`src/rtl/core_seq.sv`:
```
// core_seq: tile sequencer that emits the core instruction word for WS/OS runs.
// Defining CORE_SEQ_OS_EN adds the output-stationary path; without it only WS exists.
module core_seq #(
  parameter int  ROW    = 8,
  parameter int  COL    = 8,
  parameter int  ADDR_W = 11,
  parameter int  CNT_W  = 11,
  localparam int INST_W = 2*ADDR_W+12
) (
  input  logic              clk,
  input  logic              reset,
  input  logic              start,
  input  logic              mode,
  input  logic [CNT_W-1:0]  num_act,
  input  logic [ADDR_W-1:0] x_base,
  input  logic [ADDR_W-1:0] p_base,
  input  logic              ofifo_valid,
  output logic [INST_W-1:0] inst,
  output logic              busy,
  output logic              done
);

  localparam int KW = $clog2(ROW+COL+1);
  localparam int CW = (CNT_W > KW) ? CNT_W : KW;

  localparam logic [CW-1:0]     ROW_C   = CW'(ROW);
  localparam logic [CW-1:0]     KLAST_C = CW'(ROW+COL-1);
  localparam logic [CW-1:0]     ONE_C   = CW'(1'b1);
  localparam logic [ADDR_W-1:0] ROW_A   = ADDR_W'(ROW);
  localparam logic [ADDR_W-1:0] ZERO_A  = {ADDR_W{1'b0}};
  localparam logic [INST_W-1:0] IDLE_WORD = {1'b0, 1'b1, 1'b1, ZERO_A, 1'b1, 1'b1, ZERO_A, 7'b0000000};

  typedef enum logic [2:0] {
    IDLE  = 3'd0,
    WLOAD = 3'd1,
    KLOAD = 3'd2,
    EXEC  = 3'd3,
    DRAIN = 3'd4,
    DONE  = 3'd5
  } state_t;

  state_t            state_r, state_nx_s;
  logic [CW-1:0]     cnt_r, cnt_nx_s;
  logic [CW-1:0]     j_r, j_nx_s;
  logic              rd_r, rd_nx_s;
  logic              wr_r, wr_nx_s;
  logic              mode_r, mode_nx_s, mode_in_s;
  logic [CW-1:0]     num_r, num_nx_s;
  logic [ADDR_W-1:0] x_r, x_nx_s;
  logic [ADDR_W-1:0] p_r, p_nx_s;
  logic [CW-1:0]     tgt_s;
  logic [INST_W-1:0] inst_r, inst_s;
  logic              busy_r, done_r;

  logic              x_cen_s, x_wen_s, p_cen_s, p_wen_s;
  logic [ADDR_W-1:0] x_a_s, p_a_s;
  logic              l0_rd_s, l0_wr_s, ofifo_rd_s, exec_s, load_s;

`ifdef CORE_SEQ_OS_EN
  assign mode_in_s = mode;
`else
  logic unused_mode_s;
  assign unused_mode_s = mode;
  assign mode_in_s     = 1'b0;
`endif

  assign tgt_s = mode_r ? ROW_C : num_r;

  // Next-state, counter and handshake sequencing.
  always_comb begin
    state_nx_s = state_r;
    cnt_nx_s   = cnt_r;
    j_nx_s     = j_r;
    rd_nx_s    = 1'b0;
    wr_nx_s    = 1'b0;
    mode_nx_s  = mode_r;
    num_nx_s   = num_r;
    x_nx_s     = x_r;
    p_nx_s     = p_r;
    case (state_r)
      IDLE: begin
        if (start) begin
          mode_nx_s  = mode_in_s;
          num_nx_s   = CW'(num_act);
          x_nx_s     = x_base;
          p_nx_s     = p_base;
          cnt_nx_s   = '0;
          j_nx_s     = '0;
          state_nx_s = mode_in_s ? EXEC : WLOAD;
        end else begin
          state_nx_s = IDLE;
        end
      end
      WLOAD: begin
        if (cnt_r == ROW_C) begin
          state_nx_s = KLOAD;
          cnt_nx_s   = '0;
        end else begin
          cnt_nx_s   = cnt_r + ONE_C;
        end
      end
      KLOAD: begin
        if (cnt_r == KLAST_C) begin
          state_nx_s = EXEC;
          cnt_nx_s   = '0;
        end else begin
          cnt_nx_s   = cnt_r + ONE_C;
        end
      end
      EXEC: begin
        if (cnt_r == num_r) begin
          state_nx_s = (tgt_s == '0) ? DONE : DRAIN;
          cnt_nx_s   = '0;
          j_nx_s     = '0;
        end else begin
          cnt_nx_s   = cnt_r + ONE_C;
        end
      end
      DRAIN: begin
        // A read is followed by its psum write; the final write closes the drain.
        if (wr_r && (j_r == tgt_s - ONE_C)) begin
          state_nx_s = DONE;
        end else begin
          rd_nx_s = ofifo_valid & ~rd_r;
          wr_nx_s = rd_r;
          j_nx_s  = wr_r ? (j_r + ONE_C) : j_r;
        end
      end
      DONE: begin
        state_nx_s = IDLE;
      end
      default: begin
        state_nx_s = IDLE;
      end
    endcase
  end

  // Instruction fields for the upcoming cycle, decoded from the next state.
  always_comb begin
    x_cen_s    = 1'b1;
    x_wen_s    = 1'b1;
    x_a_s      = ZERO_A;
    p_cen_s    = 1'b1;
    p_wen_s    = 1'b1;
    p_a_s      = ZERO_A;
    l0_rd_s    = 1'b0;
    l0_wr_s    = 1'b0;
    ofifo_rd_s = 1'b0;
    exec_s     = 1'b0;
    load_s     = 1'b0;
    case (state_nx_s)
      WLOAD: begin
        if (cnt_nx_s < ROW_C) begin
          x_cen_s = 1'b0;
          x_a_s   = x_nx_s + ADDR_W'(cnt_nx_s);
        end else begin
          x_cen_s = 1'b1;
        end
        l0_wr_s = (cnt_nx_s != '0);
      end
      KLOAD: begin
        l0_rd_s = 1'b1;
        load_s  = 1'b1;
      end
      EXEC: begin
        if (cnt_nx_s < num_nx_s) begin
          x_cen_s = 1'b0;
          x_a_s   = x_nx_s + (mode_nx_s ? ZERO_A : ROW_A) + ADDR_W'(cnt_nx_s);
        end else begin
          x_cen_s = 1'b1;
        end
        l0_wr_s = (cnt_nx_s != '0);
        l0_rd_s = (cnt_nx_s != '0);
        exec_s  = (cnt_nx_s != '0);
      end
      DRAIN: begin
        ofifo_rd_s = rd_nx_s;
        if (wr_nx_s) begin
          p_cen_s = 1'b0;
          p_wen_s = 1'b0;
          p_a_s   = p_nx_s + ADDR_W'(j_nx_s);
        end else begin
          p_cen_s = 1'b1;
        end
      end
      default: begin
        x_cen_s = 1'b1;
      end
    endcase
    inst_s = {mode_nx_s, p_cen_s, p_wen_s, p_a_s, x_cen_s, x_wen_s, x_a_s,
              1'b0, 1'b0, l0_rd_s, l0_wr_s, ofifo_rd_s, exec_s, load_s};
  end

  // State, counters, latched run parameters and registered outputs.
  always_ff @(posedge clk) begin
    if (reset) begin
      state_r <= IDLE;
      cnt_r   <= '0;
      j_r     <= '0;
      rd_r    <= 1'b0;
      wr_r    <= 1'b0;
      mode_r  <= 1'b0;
      num_r   <= '0;
      x_r     <= ZERO_A;
      p_r     <= ZERO_A;
      inst_r  <= IDLE_WORD;
      busy_r  <= 1'b0;
      done_r  <= 1'b0;
    end else begin
      state_r <= state_nx_s;
      cnt_r   <= cnt_nx_s;
      j_r     <= j_nx_s;
      rd_r    <= rd_nx_s;
      wr_r    <= wr_nx_s;
      mode_r  <= mode_nx_s;
      num_r   <= num_nx_s;
      x_r     <= x_nx_s;
      p_r     <= p_nx_s;
      inst_r  <= inst_s;
      busy_r  <= (state_nx_s != IDLE);
      done_r  <= (state_nx_s == DONE);
    end
  end

  assign inst = inst_r;
  assign busy = busy_r;
  assign done = done_r;

endmodule
```
`config.mk`:
```
export PLATFORM = sky130hd
export DESIGN_NAME = core_seq
export DESIGN_NICKNAME = d
export VERILOG_FILES = /design/src/rtl/core_seq.sv
export SDC_FILE = /design/constraint.sdc
export NUM_CORES = 1
export LEC_CHECK = 0
export BUFFER_PORTS_ARGS = -buffer_cell sky130_fd_sc_hd__buf_2
export CORE_AREA = 2 2 130 94
export DETAILED_ROUTE_END_ITERATION = 6
export DIE_AREA = 0 0 132 96
export HOLD_SLACK_MARGIN = 0.05
export PLACE_DENSITY = 0.76
export REMOVE_ABC_BUFFERS = 1
export SETUP_SLACK_MARGIN = 0.4
export SYNTH_ARGS = -nofsm -noshare
export SYNTH_HDL_FRONTEND = slang
export SYNTH_SLANG_ARGS = --single-unit
export TNS_END_PERCENT = 10
```
`constraint.sdc`:
```
create_clock -name clk -period 5.35 [get_ports clk]
set_input_delay 0.535 -clock clk [delete_from_list [all_inputs] [get_ports clk]]
set_output_delay 0.535 -clock clk [all_outputs]
set_load 0.02 [all_outputs]
```
After elaboration in Yosys (flattened, before gate mapping) --
Index checks and enable logic that the tools add are counted.
Storage, ports and cells: memories 0, bits in registers 97, input bits 38, memory bits (writable) 0, latch bits 0, output and inout port bits 36, ROM bits 0, logic and storage cells 96
Cells by class: div/mod/pow operators 0, reduce and logical (&&, ||, !) cells 10, $add $sub $neg 7, multiplexer cells 41, magnitude comparators 2, multipliers 0, shift operators 0, bitwise gates (word level) 6, equal/unequal tests 13
Operators by type and width (number):
- 11-bit two-way mux | 17
- 11-bit case mux with 4 select lines | 1
- 11-bit adder | 3
- 11-bit case mux with 3 select lines | 1
- 11-bit by 1-bit adder with 11-bit output (second input constant) | 2
- 11-bit == test | 2
- 11-bit by 4-bit == test with 1-bit output (second input constant) | 2
- 11-bit case mux with 2 select lines | 1
- 3-bit case mux with 5 select lines | 1
- 1-bit two-way mux | 13
- 3-bit by 2-bit == test with 1-bit output (second input constant) | 4
- 3-bit two-way mux | 4
- 11-bit by 4-bit adder with 11-bit output | 1
- 11-bit zero test | 1
- 11-bit < comparator | 1
- 11-bit by 4-bit < comparator with 1-bit output (second input constant) | 1
- 11-bit nonzero test | 1
- 11-bit by 1-bit subtractor with 11-bit output (second input constant) | 1
- 3-bit == test (second input constant) | 3
- 2-bit OR reduction | 4
- 3-bit by 1-bit == test with 1-bit output (second input constant) | 2
- 1-bit NOT | 5
- 4-bit two-way mux | 1
- 1-bit case mux with 2 select lines | 2
- 5 further kinds | 5

Longest topological paths before layout --
Gate-level depths: netlist of run 1.
depth after elaboration 10, mapped depth 24, depth with buffers taken out 22

Worst setup path after synthesis of run 1 --
No wires, ideal clock.
path type flip-flop to flip-flop, start reg mode_r, end reg inst_r[29] (netlist: inst[29]), library setup time 70 ps, clock period less this slack 4647 ps, buffers on the path 3, arrival 4578 ps, stages on the path, launching flop included 23, required time 5280 ps, slack 703 ps, cell sequence dfxtp_1 > buf_6 > clkbuf_1 > inv_1 > nand2_1 > ha_1 > xnor2_1 > xnor2_1 > or4b_2 > a2111oi_4 > a41oi_4 > buf_6 > a32oi_2 > inv_1 > ha_1 > a21o_1 > a21oi_1 > o21ai_0 > a21oi_1 > o21ai_0 > a2111oi_0 > a31oi_1 > a21oi_1
Between the ends: elaborated cells on any way between the ends 18, classes of those cells add/sub: 2; eq/ne: 2; mux: 9; bitwise: 2; reduce/logical: 3
RTL lines:
- start: declaration | RTL line 47 | logic mode_r, mode_nx_s, mode_in_s;
- start signal: assignment | RTL line 215 | mode_r <= mode_nx_s;
- 11-bit two-way mux | RTL line 67 | assign tgt_s = mode_r ? ROW_C : num_r;
- 11-bit by 1-bit subtractor with 11-bit output | RTL line 121 | if (wr_r && (j_r == tgt_s - ONE_C)) begin
- 11-bit == test | RTL line 121
- 1-bit logical AND | RTL line 121
- 11-bit two-way mux | RTL line 121
- 11-bit case mux with 3 select lines | RTL line 80 | case (state_r)
- net j_nx_s[1] | RTL line 44 | logic [CW-1:0] j_r, j_nx_s;
- 11-bit adder | RTL line 181 | p_a_s = p_nx_s + ADDR_W'(j_nx_s);
- end signal: assignment | RTL line 219 | inst_r <= inst_s;
- end: declaration | RTL line 52 | logic [INST_W-1:0] inst_r, inst_s;
The timed path passes the listed nets, and every way through them passes these cells. A chain may end at the register's enable or synchronous reset.

Final worst setup path of run 1 --
start reg cnt_r[1], end reg inst_r[17] (netlist: inst[17])
Between the ends: longest elaborated chain between the ends 6, elaborated cells on any way between the ends 22, classes of those cells add/sub: 3; order compare: 2; eq/ne: 5; mux: 12
RTL lines:
- start: declaration | RTL line 43 | logic [CW-1:0] cnt_r, cnt_nx_s;
- start signal: assignment | RTL line 211 | cnt_r <= cnt_nx_s;
- 11-bit by 1-bit adder with 11-bit output, or another cell as far along | RTL line 99, 107, 116
- 11-bit two-way mux (on tied branches) | RTL line 111, 103, 95
- 11-bit case mux with 4 select lines (*) | RTL line 80
- net cnt_nx_s[1] | RTL line 43
- 11-bit adder, or another cell as far along | RTL line 168 | x_a_s = x_nx_s + (mode_nx_s ? ZERO_A : ROW_A) + ADDR_W'(cnt_nx_s);
- 11-bit two-way mux (on tied branches) | RTL line 166, 153
- 11-bit case mux with 2 select lines (*) | RTL line 151 | case (state_nx_s)
Mark *: on every way through the listed nets, which the timed path passes. The rest lies on a longest branch.

==> results of run 1 <==
[power groups by stage]
stage,clock [mW],combinational (mW),sequential (mW)
after CTS,0.669,0.325,0.727
final,0.654,0.337,0.728
after global placement,0,0.309,0.741
after global routing,0.695,0.371,0.730
after floorplan,0,0.226,0.746
after detailed placement,0,0.320,0.742
[synth_stat cells, types with 4 or more instances]
| master | instances | area (um2) |
|---|---|---|
| and3_1 | 10 | 62.56 |
| nor3b_1 | 7 | 52.55 |
| o21a_1 | 5 | 37.54 |
| mux2i_1 | 16 | 160.2 |
| o31ai_1 | 9 | 67.56 |
| a21o_1 | 5 | 37.54 |
| nand3b_1 | 6 | 45.04 |
| nand3_1 | 16 | 80.08 |
| nor2_1 | 61 | 229.0 |
| or3_1 | 9 | 56.30 |
| nand2_1 | 32 | 120.1 |
| a21oi_1 | 42 | 210.2 |
| nand4_1 | 7 | 43.79 |
| inv_1 | 38 | 142.6 |
| o21ai_0 | 36 | 180.2 |
| nor2b_1 | 34 | 212.7 |
| o21bai_1 | 4 | 30.03 |
| o311ai_0 | 4 | 35.03 |
| mux2_2 | 16 | 180.2 |
| nand2b_1 | 9 | 56.30 |
| a2111oi_0 | 4 | 35.03 |
| nor3_1 | 15 | 75.07 |
| dfxtp_1 | 92 | 1842 |
| fa_1 | 10 | 200.2 |
| and2_1 | 9 | 56.30 |
| nor4_1 | 10 | 62.56 |
| ha_1 | 43 | 538.0 |
| xor2_1 | 12 | 105.1 |
| buf_4 | 5 | 37.54 |
| xnor2_1 | 35 | 306.5 |
| o22ai_1 | 10 | 62.56 |
| o41ai_1 | 6 | 52.55 |
| clkbuf_1 | 39 | 146.4 |
| a31oi_1 | 11 | 68.82 |
[worst paths after layout]
kind                    endpoint
min              rd_r$_SDFF_PP0_
max          inst[17]$_SDFF_PP0_
max reg2reg  inst[17]$_SDFF_PP0_
min reg2reg      rd_r$_SDFF_PP0_
[sequential cells by signal (all words and copies together) (netlist names)]
signal / cells
p_r: 11
busy: 1
x_r: 11
done: 1
j_r: 11
state_r: 3
cnt_r: 11
rd_r: 1
wr_r: 1
mode_r: 1
inst: 29
num_r: 11
[area by class of cell]
class,instances,area share [%]
clock buffers,9,3.186
clock inverters,7,1.027
inverters,38,2.018
multi-input cells,546,57.72
flip-flops and latches,92,26.14
well taps,157,2.779
repair buffers,88,7.133
[routing by layer]
layer	routed length [um]	vias to the layer above
li1	-	2669
met1	7900	2584
met2	6760	207
met3	1225	18
met4	185	0
met5	0	-
[through the flow]
step	setup slack [ns]	std cells	hold WS, ns	cell area, um2	utilization [%]
after floorplan	-2.521	676	0.4240	5966	-
after global placement	0.4429	917	0.4355	6639	58.05
after detailed placement	0.2081	917	0.4531	6639	58.05
after CTS	0.3827	935	0.4456	6964	60.89
after global routing	0.3738	937	0.4602	7069	61.81
final	0.6023	937	0.4528	7069	61.81
[cells by family (layout without fill, tap and decap cells)]
| logic type | Yosys count | count (layout) | synth area share, % |
|---|---|---|---|
| other | 2 | 3 | 0.1214 |
| adder cells (fa/ha/maj) | 53 | 53 | 11.93 |
| AO/OA/AOI/OAI | 169 | 169 | 18.76 |
| flip-flops | 92 | 92 | 29.76 |
| XOR/XNOR | 48 | 48 | 7.016 |
| buffers and inverters | 88 | 142 | 5.964 |
| multiplexers | 32 | 32 | 5.499 |
| AND/OR/NAND/NOR | 241 | 241 | 20.95 |
[what timing repair did]
action | 4_1_cts | 5_1_grt
setup endpoints to repair | 2 | 14
setup buffers | 2 | 2
pin swaps | 2 | 5
resized for setup | 3 | 25
==> reports/qor.csv, run 1 <==
stage,metric,value,unit
hold_path,hold_class,input port to register,
power,clock_power_share,38.1,%
power,switchingPower,0.4976,mW
cells_and_area,layout-drive-gt1-share,19.49,%
critical_path,worst_path_dominant_cell_family,compound AO/OA/AOI/OAI gates,
floorplanning,dieArea,12670,um2
cells_and_area,nets,866,
critical_path,cp.buffers_inverters,1,
cells_and_area,fill_cells,1006,
timing,max_freq,210.6,MHz
critical_path,criticalPathCategory,register to register,
global_route,met1_usage,37.58,%
critical_path,start_kind,register,
critical_path,max_stage_delay,0.48,ns
critical_path,cp-end-kind,register,
floorplanning,core_area,11440,um2
global_route,met2_usage,41.02,%
drt,routed-via-count,5478,
synth,synth-edff-count,0,
critical_path,reg2reg_slack,0.60,ns
power,p_per_area,243.1,nW/um2
timing,hold_viol,0,
cells_and_area,register_area,1848,um2
floorplanning,dieWidth,132,um
timing,tightest_slew,0.9895,ns
drt,drt-total-wl,16.07,mm
power,combPwrFrac,19.6,%
synth,yosysUniqueCellTypes,74,
global_route,grt_max_degree,58,
critical_path,required,5.56,ns
floorplanning,rows,33,
cells_and_area,area_growth,14.23,%
drt,first_pass_iters,5,
cells_and_area,final_cell_mix,"dfxtp_1, buf_2, nor2_1, ha_1, a21oi_1",
status,status,finished clean,
critical_path,cp-startpoint,cnt_r[1]$_SDFF_PP0_,
critical_path,path_depth,17,
critical_path,critPathSlowestCell,dfxtp_1,
place,hpwl,11.77,mm
global_route,met3_usage,6.266,%
timing,rsz0062_at_grt,true,
critical_path,path_cells,ha_1 > nand3_1 > a22oi_1 > o21a_1 > o21ai_1 > a22oi_1 > inv_1 > ha_1 > fa_1 > a21o_1 > a21oi_1 > nor2b_1 > o21a_1 > o41ai_1 > o21ai_0 > xor2_1 > o22ai_1,
clock_network,cts_made_buffers,9,
power,seqPwrFrac,42.3,%
clock_network,cts.sinks,92,
drt,via_per_inst,5.846,
clock_network,cts_root_buf,clkbuf_16,
timing,setup_viol,0,
power,power.leakage,3.050,nW
synth,synth-seq-area-share,29.76,%
critical_path,ff2ff_path_depth,17,
synth,synthArstFlopShare,0,%
synth,synthCells,725,
floorplanning,die_y,96,um
hold_path,min_from,ofifo_valid,
global_route,grt_antenna_before_repair,0,
critical_path,r2r_start,cnt_r[1]$_SDFF_PP0_,
timing,finalClockSkew,0.008290,ns
power,p_int,1.221,mW
drt,drt_iter0_drc,469,
power,finalPower,1.718,mW
synth,synth_area,6188,um2
drt,antenna_left,0,
clock_network,cts_tree,built,
timing,setup_tns,0,ns
power,swShare,28.96,%
critical_path,cp_max_fo,6,
timing,slew_headroom,34.03,%
timing,slew_violations,0,
timing,final.period_utilization,88.74,%
place,port_buffers,69,
clock_network,clock_path_buffers,2,
clock_network,ctsHoldBuffers,0,
cells_and_area,layout.cells.most_common,dfxtp_1,
floorplanning,ios,74,
floorplanning,start_util,54.11,%
synth,syn_area_per_cell,8.536,um2
synth,synth-seq-cells,92,
run,max_cap_violations,0,
clock_network,insertion_delay,0.35,ns
global_route,grt_pass1_wl,26.79,mm
global_route,grt_overflow,0,
power,vdd_drop_max,0.1890,mV
clock_network,clk_pin_slew_worst_paths,0.07,ns
synth,synth_ff_type,dfxtp_1,
hold_path,worstHoldPathCells,2,
critical_path,crit_arrival,4.96,ns
global_route,grt_util_all_layers,26.63,%
cells_and_area,multi_input_area,4080,um2
drt,drc_errors,0,
timing,fin_crit,4.748,ns
cells_and_area,diodes,0,
clock_network,h-tree-depth,3,
global_route,grt_pass1_vias,5324,
synth,yosysWarnings,0,
global_route,busiest_layer,met2,
place,gp_congestion,0.9385,
drt,avgRoutedWirePerCell,17.15,um
Power figures use the tool's default switching activity.
==> run 2, diff against run 1 <==
- MAX_ROUTING_LAYER: not set -> met4
==> run 2 against run 1 <==
Wire length grew 2.9%. Critical path depth grew 4. Hold slack gained 0.0021 ns. Register-to-register slack lost 0.04 ns. Power shrank 0.27%. Largest power group unchanged.
==> reports/qor.csv, run 2 (synthesis gave the netlist of run 1 again) <==
stage,metric,value,unit,change
drt,drc_errors,0,,unchanged
timing,setup_viol,0,,unchanged
clock_network,cts.sinks,92,,unchanged
floorplanning,dieArea,12670,um2,unchanged
drt,drt-total-wl,16.53,mm,+2.9%
clock_network,clk_pin_slew_worst_paths,0.07,ns,about the same
clock_network,ctsHoldBuffers,0,,unchanged
floorplanning,die_y,96,um,unchanged
critical_path,cp_max_fo,11,,+5
critical_path,path_cells,nand2b_1 > ha_1 > nor3b_2 > nand3_1 > and3_1 > or3_1 > a41oi_4 > buf_4 > nand3b_1 > nand2_1 > ha_1 > inv_1 > fa_1 > nor2b_2 > o21ai_0 > a21oi_2 > o21ai_2 > a21o_1 > a211o_1 > nor4_1 > nand2b_1,,
timing,slew_violations,0,,unchanged
timing,fin_crit,4.792,ns,+0.04447 ns
global_route,grt_util_all_layers,27.87,%,+1.2 points
timing,tightest_slew,0.8993,ns,-0.09015 ns
drt,antenna_left,0,,unchanged
drt,avgRoutedWirePerCell,17.60,um,+2.6%
power,vdd_drop_max,0.1693,mV,-10%
critical_path,r2r-end,inst[30]$_SDFF_PP0_,,
critical_path,reg2reg_slack,0.56,ns,-0.04 ns
timing,slew_headroom,40.04,%,+6.0 points
global_route,grt_overflow,0,,unchanged
cells_and_area,register_area,1847,um2,about the same
clock_network,cts_tree,built,,
drt,routed.top_layer,met4,,
cells_and_area,multi_input_area,4064,um2,-0.40%
clock_network,cts_root_buf,clkbuf_16,,
drt,wirelength_met1,8.099,mm,+2.5%
place,port_buffers,69,,unchanged
cells_and_area,fill_cells,1010,,+0.40%
power,power.leakage,3.050,nW,about the same
cells_and_area,fin_area,7052,um2,-0.25%
hold_path,min_to,rd_r$_SDFF_PP0_,,
floorplanning,core_area,11440,um2,unchanged
critical_path,ff2ff_path_depth,21,,+4
global_route,grt_max_degree,58,,unchanged
critical_path,cp-end-kind,register,,
clock_network,clock_path_buffers,2,,unchanged
floorplanning,dieWidth,132,um,unchanged
critical_path,start_kind,register,,
drt,via_per_inst,5.907,,+1.0%
timing,max_freq,208.7,MHz,-0.93%
critical_path,max_stage_delay,0.42,ns,-0.06 ns
hold_path,hold_class,register to register,,
critical_path,critPathSlowestCell,dfxtp_4,,
critical_path,criticalPathCategory,register to register,,
floorplanning,start_util,54.11,%,unchanged
hold_path,worstHoldPathCells,1,,-1
clock_network,h-tree-depth,3,,unchanged
power,p_per_area,243.0,nW/um2,about the same
critical_path,crit_arrival,5.08,ns,+0.12 ns
run,max_cap_violations,0,,unchanged
place,place_area,6649,um2,+0.15%
clock_network,insertion_delay,0.35,ns,about the same
clock_network,cts_made_buffers,9,,unchanged
drt,dr_wl_met2,7.025,mm,+3.9%
floorplanning,rows,33,,unchanged
drt,drt_iter0_drc,386,,-18%
global_route,grt_antenna_before_repair,0,,unchanged
cells_and_area,area_growth,13.95,%,
status,status,finished clean,,
critical_path,cp.buffers_inverters,2,,+1
place,gp_congestion,0.9634,,+2.7%
global_route,grt_pass1_vias,5394,,+1.3%
timing,rsz0062_at_grt,true,,
cells_and_area,final_cell_mix,"dfxtp_1, buf_2, nor2_1, ha_1",,
cells_and_area,largest_reg_flops,29,,unchanged
cells_and_area,layout.cells.most_common,dfxtp_1,,
drt,routed-via-count,5547,,+1.3%
critical_path,r2r_start,mode_r$_SDFF_PP0_,,
floorplanning,ios,74,,unchanged
place,hpwl,12.02,mm,+2.1%
timing,hold_viol,0,,unchanged
drt,route.met3.wl,1.205,mm,-1.6%
critical_path,worst_path_dominant_cell_family,simple AND/OR/NAND/NOR gates,,
global_route,grt_pass1_wl,27.14,mm,+1.3%
cells_and_area,layout-drive-gt1-share,19.57,%,+0.078 points
cells_and_area,fin_util,61.66,%,-0.15 points
cells_and_area,nets,868,,+0.23%
critical_path,required,5.64,ns,+0.08 ns
drt,first_pass_iters,5,,unchanged
hold_path,min_from,rd_r$_SDFF_PP0_,,
timing,final.period_utilization,89.57,%,+0.83 points
cells_and_area,diodes,0,,unchanged
timing,finalClockSkew,0.007271,ns,-0.001019 ns
## run 2: cell count changes in the layout (fill, tap and decap cells not counted), moves of 2 or more
cell and change:
buf_4 +4, a21oi_1 -2, a21oi_2 +2, o21ai_0 +2, o21ai_1 -2
## run 2: power by group
part / internal, mW / leakage, nW / switching [mW]
sequential: 0.709 / 0.750 / 0.0171
clock: 0.365 / 0.146 / 0.287
combinational: 0.146 / 2.15 / 0.191
## run 2: per-layer routing
metal / track usage, % / vias to the layer above
met5: - / -
met2: 40.54 / 210
met1: 38.90 / 2648
li1: - / 2672
met3: 6.056 / 17
met4: 8.152 / 0
## run 2: how the worst max path moves through the flow
| stage | start | endpoint | depth (start not counted) | slack, ns |
|---|---|---|---|---|
| 5_1_grt | mode_r$_SDFF_PP0_ | inst[29]$_SDFF_PP0_ | 19 | 0.38 |
| 4_1_cts | num_r[3]$_SDFF_PP0_ | inst[30]$_SDFF_PP0_ | 19 | 0.40 |
| 6_report | mode_r$_SDFF_PP0_ | inst[30]$_SDFF_PP0_ | 21 | 0.56 |
| 2_1_floorplan | start | inst[17]$_SDFF_PP0_ | 12 | -2.52 |
| 3_3_place_gp | mode_r$_SDFF_PP0_ | inst[30]$_SDFF_PP0_ | 19 | 0.41 |
| 3_5_place_dp | mode_r$_SDFF_PP0_ | inst[30]$_SDFF_PP0_ | 19 | 0.27 |
## run 2: final cells by class
class	count	share of cell area (%)
clock buffer	9	3.194
clock inverter	7	1.047
inverter	38	2.023
multi-input combinational	546	57.63
sequential	92	26.19
tap	157	2.786
timing repair buffer	90	7.133
## run 2: what timing repair did
action / 4_1_cts / 5_1_grt
setup endpoints to repair: 2 / 14
pin swaps: 2 / 5
buffers inserted: 2 / 1
endpoints found under the hold margin: 0 / 0
resized for setup: 3 / 19
## run 2: worst reg2reg max path: stages, from the launching register on
cell and delay (ns):
dfxtp_4 0.42, nand2b_1 0.17, ha_1 0.27, nor3b_2 0.28, nand3_1 0.16, and3_1 0.25, or3_1 0.42, a41oi_4 0.35
buf_4 0.21, nand3b_1 0.12, nand2_1 0.13, ha_1 0.17, inv_1 0.06, fa_1 0.39, nor2b_2 0.15, o21ai_0 0.14
a21oi_2 0.20, o21ai_2 0.11, a21o_1 0.20, a211o_1 0.27, nor4_1 0.17, nand2b_1 0.13
## run 2: through the flow
stage	setup TNS, ns	power [mW]	std cells	setup WS, ns	hold WS [ns]
floorplan	-60.05	0.9719	676	-2.521	0.4240
global placement	0	1.051	920	0.4138	0.4352
detailed placement	0	1.063	920	0.2745	0.4473
CTS	0	1.719	938	0.4013	0.4517
global route	0	1.795	939	0.3819	0.4649
finish	0	1.714	939	0.5579	0.4549
==> run 3, diff against run 2 <==
- clock period: 5.35 -> 4.8 ns (I/O delays scaled with it)
==> run 3 against run 2 <==
Clock power is 12% higher. Global-route usage down 0.25 points. Critical path depth grew 1. Power grew 13%. Die area did not move. Sequential power increased by 11%. Clock-buffer cell count unchanged. Design area up 4.4%. Non-clock buffer count rose by 35. Combinational power rose by 19%. Hold slack worse by 0.055 ns. Critical path type unchanged. Largest power group unchanged. Highest routed layer unchanged.
==> reports/qor.csv, run 3 (synthesis gave the netlist of run 1 again) <==
stage,metric,value,unit,change
timing,setup_tns,0,ns,unchanged
drt,drc_errors,0,,unchanged
clock_network,cts_made_buffers,9,,unchanged
floorplanning,rows,33,,unchanged
cells_and_area,area_growth,18.96,%,
timing,finalClockSkew,0.01057,ns,+0.003303 ns
global_route,grt_max_degree,40,,-31%
critical_path,crit_arrival,4.84,ns,-0.24 ns
critical_path,reg2reg_slack,0.25,ns,-0.31 ns
critical_path,critPathSlowestCell,or3_1,,
floorplanning,core_area,11440,um2,unchanged
cells_and_area,largest_reg_flops,29,,unchanged
clock_network,h-tree-depth,3,,unchanged
global_route,grt_antenna_before_repair,0,,unchanged
critical_path,r2r_start,mode_r$_SDFF_PP0_,,
hold_path,hold_class,input port to register,,
clock_network,cts_root_buf,clkbuf_16,,
hold_path,min_from,ofifo_valid,,
critical_path,path_cells,buf_4 > buf_4 > nor4_2 > buf_4 > nand3_1 > and3_1 > or3_1 > a41oi_4 > buf_4 > nand3b_1 > nand2_1 > ha_2 > inv_1 > fa_2 > nor2b_4 > o21ai_2 > a21oi_2 > o21ai_2 > a21o_1 > a211o_1 > nor4_1 > nand2b_1,,
power,p_per_area,262.9,nW/um2,+8.2%
cells_and_area,fill_cells,1001,,-0.89%
power,vdd_drop_max,0.1785,mV,+5.4%
power,finalPower,1.936,mW,+13%
timing,slew_violations,0,,unchanged
drt,drt_iter0_drc,551,,+43%
place,hpwl,12.55,mm,+4.4%
critical_path,required,5.09,ns,-0.55 ns
clock_network,clk_pin_slew_worst_paths,0.07,ns,about the same
global_route,grt_pass1_vias,5391,,-0.056%
power,power.leakage,3.225,nW,+5.7%
critical_path,ff2ff_path_depth,22,,+4.8%
clock_network,cts.sinks,92,,unchanged
hold_path,min_to,rd_r$_SDFF_PP0_,,
timing,fin_crit,4.550,ns,-0.2418 ns
drt,avgRoutedWirePerCell,17.39,um,-1.2%
critical_path,max_stage_delay,0.40,ns,-0.02 ns
clock_network,cts_tree,built,,
global_route,grt_pass1_wl,27.03,mm,-0.38%
status,status,finished clean,,
critical_path,cp_common_cell,buf_4,,
drt,antenna_left,0,,unchanged
timing,hold_viol,0,,unchanged
timing,rsz0062_at_grt,true,,
hold_path,worstHoldPathCells,2,,+1
floorplanning,ios,74,,unchanged
place,gp_congestion,0.9436,,-2.1%
cells_and_area,layout.cells.most_common,dfxtp_1,,
timing,tightest_slew,0.8591,ns,-0.04021 ns
floorplanning,die_y,96,um,unchanged
drt,first_pass_iters,5,,unchanged
critical_path,criticalPathCategory,register to register,,
cells_and_area,nets,903,,+4.0%
global_route,grt_overflow,0,,unchanged
critical_path,cp_max_fo,12,,+1
critical_path,start_kind,register,,
cells_and_area,layout-drive-gt1-share,23.99,%,+4.4 points
floorplanning,dieArea,12670,um2,unchanged
clock_network,clock_path_buffers,2,,unchanged
run,max_cap_violations,0,,unchanged
floorplanning,dieWidth,132,um,unchanged
timing,setup_viol,0,,unchanged
drt,drt-total-wl,16.94,mm,+2.4%
cells_and_area,final_cell_mix,"dfxtp_1, buf_2, nor2_1, buf_4, ha_1",,
timing,slew_headroom,42.24,%,+2.2 points
global_route,grt_util_all_layers,27.62,%,-0.25 points
critical_path,cp-end-kind,register,,
drt,via_per_inst,5.831,,-1.3%
drt,routed-via-count,5679,,+2.4%
timing,max_freq,219.8,MHz,+5.3%
cells_and_area,diodes,0,,unchanged
floorplanning,start_util,54.11,%,unchanged
place,port_buffers,69,,unchanged
clock_network,insertion_delay,0.35,ns,about the same
timing,final.period_utilization,94.80,%,+5.2 points
critical_path,r2r-end,inst[30]$_SDFF_PP0_,,
==> run 3: changes by cell type in the layout (fill, tap and decap cells not counted), sizes merged <==
cell  delta
buf     +35
==> run 3: final cells by class <==
| type | instances | area (um2) | area share, % |
|---|---|---|---|
| Multi-Input combinational cell | 546 | 4099 | 55.68 |
| Timing Repair Buffer | 125 | 778.2 | 10.57 |
| Inverter | 38 | 142.6 | 1.937 |
| Sequential cell | 92 | 1847 | 25.08 |
| Clock inverter | 7 | 73.82 | 1.003 |
| Clock buffer | 9 | 225.2 | 3.059 |
| Tap cell | 157 | 196.4 | 2.668 |
==> run 3: how the worst max path moves through the flow <==
stage | start | to | depth (start not counted)
after floorplan | state_r[0]$_SDFF_PP0_ | inst[17]$_SDFF_PP0_ | 12
after global placement | mode_r$_SDFF_PP0_ | inst[30]$_SDFF_PP0_ | 19
after detailed placement | mode_r$_SDFF_PP0_ | inst[30]$_SDFF_PP0_ | 20
after CTS | mode_r$_SDFF_PP0_ | inst[30]$_SDFF_PP0_ | 19
after global routing | mode_r$_SDFF_PP0_ | inst[30]$_SDFF_PP0_ | 19
final | mode_r$_SDFF_PP0_ | inst[30]$_SDFF_PP0_ | 22
==> run 3: routing by layer <==
layer	vias to the layer above	wire length, um	global-route usage (%)
met5	-	0	-
met4	0	130	5.344
met3	17	1317	5.845
met2	219	7317	41.88
met1	2706	8170	38.35
li1	2737	-	-
==> run 3: worst max-delay path, delay by kind of cell, from the launching register on <==
family / cells / cell delay, ns
AND/OR/NAND/NOR: 9 / 1.67
adder cells (fa/ha/maj): 2 / 0.54
AO/OA/AOI/OAI: 6 / 1.12
flip-flops: 1 / 0.38
buffers and inverters: 5 / 0.76
==> run 3: where the power goes <==
part           switching, mW  internal, mW
clock network          0.326         0.407
logic                  0.221         0.177
registers             0.0149         0.790
==> run 3: through the flow <==
step	worst slack [ns]	hold WS, ns	cells	area [um2]	util [%]
final	0.2497	0.3999	974	7362	64.37
after global routing	0.03941	0.4141	974	7362	64.37
after CTS	0.2145	0.3939	973	7295	63.78
after detailed placement	-0.1012	0.4471	944	6842	59.82
after global placement	0.04151	0.4343	944	6842	59.82
after floorplan	-3.038	0.4240	676	5966	-
==> run 3: timing repair <==
action | CTS | global route
hold buffers | 0 | 0
gates resized for setup | 19 | 16
endpoints found under the setup margin | 14 | 18
pin swaps | 18 | 8
setup buffers | 13 | 1
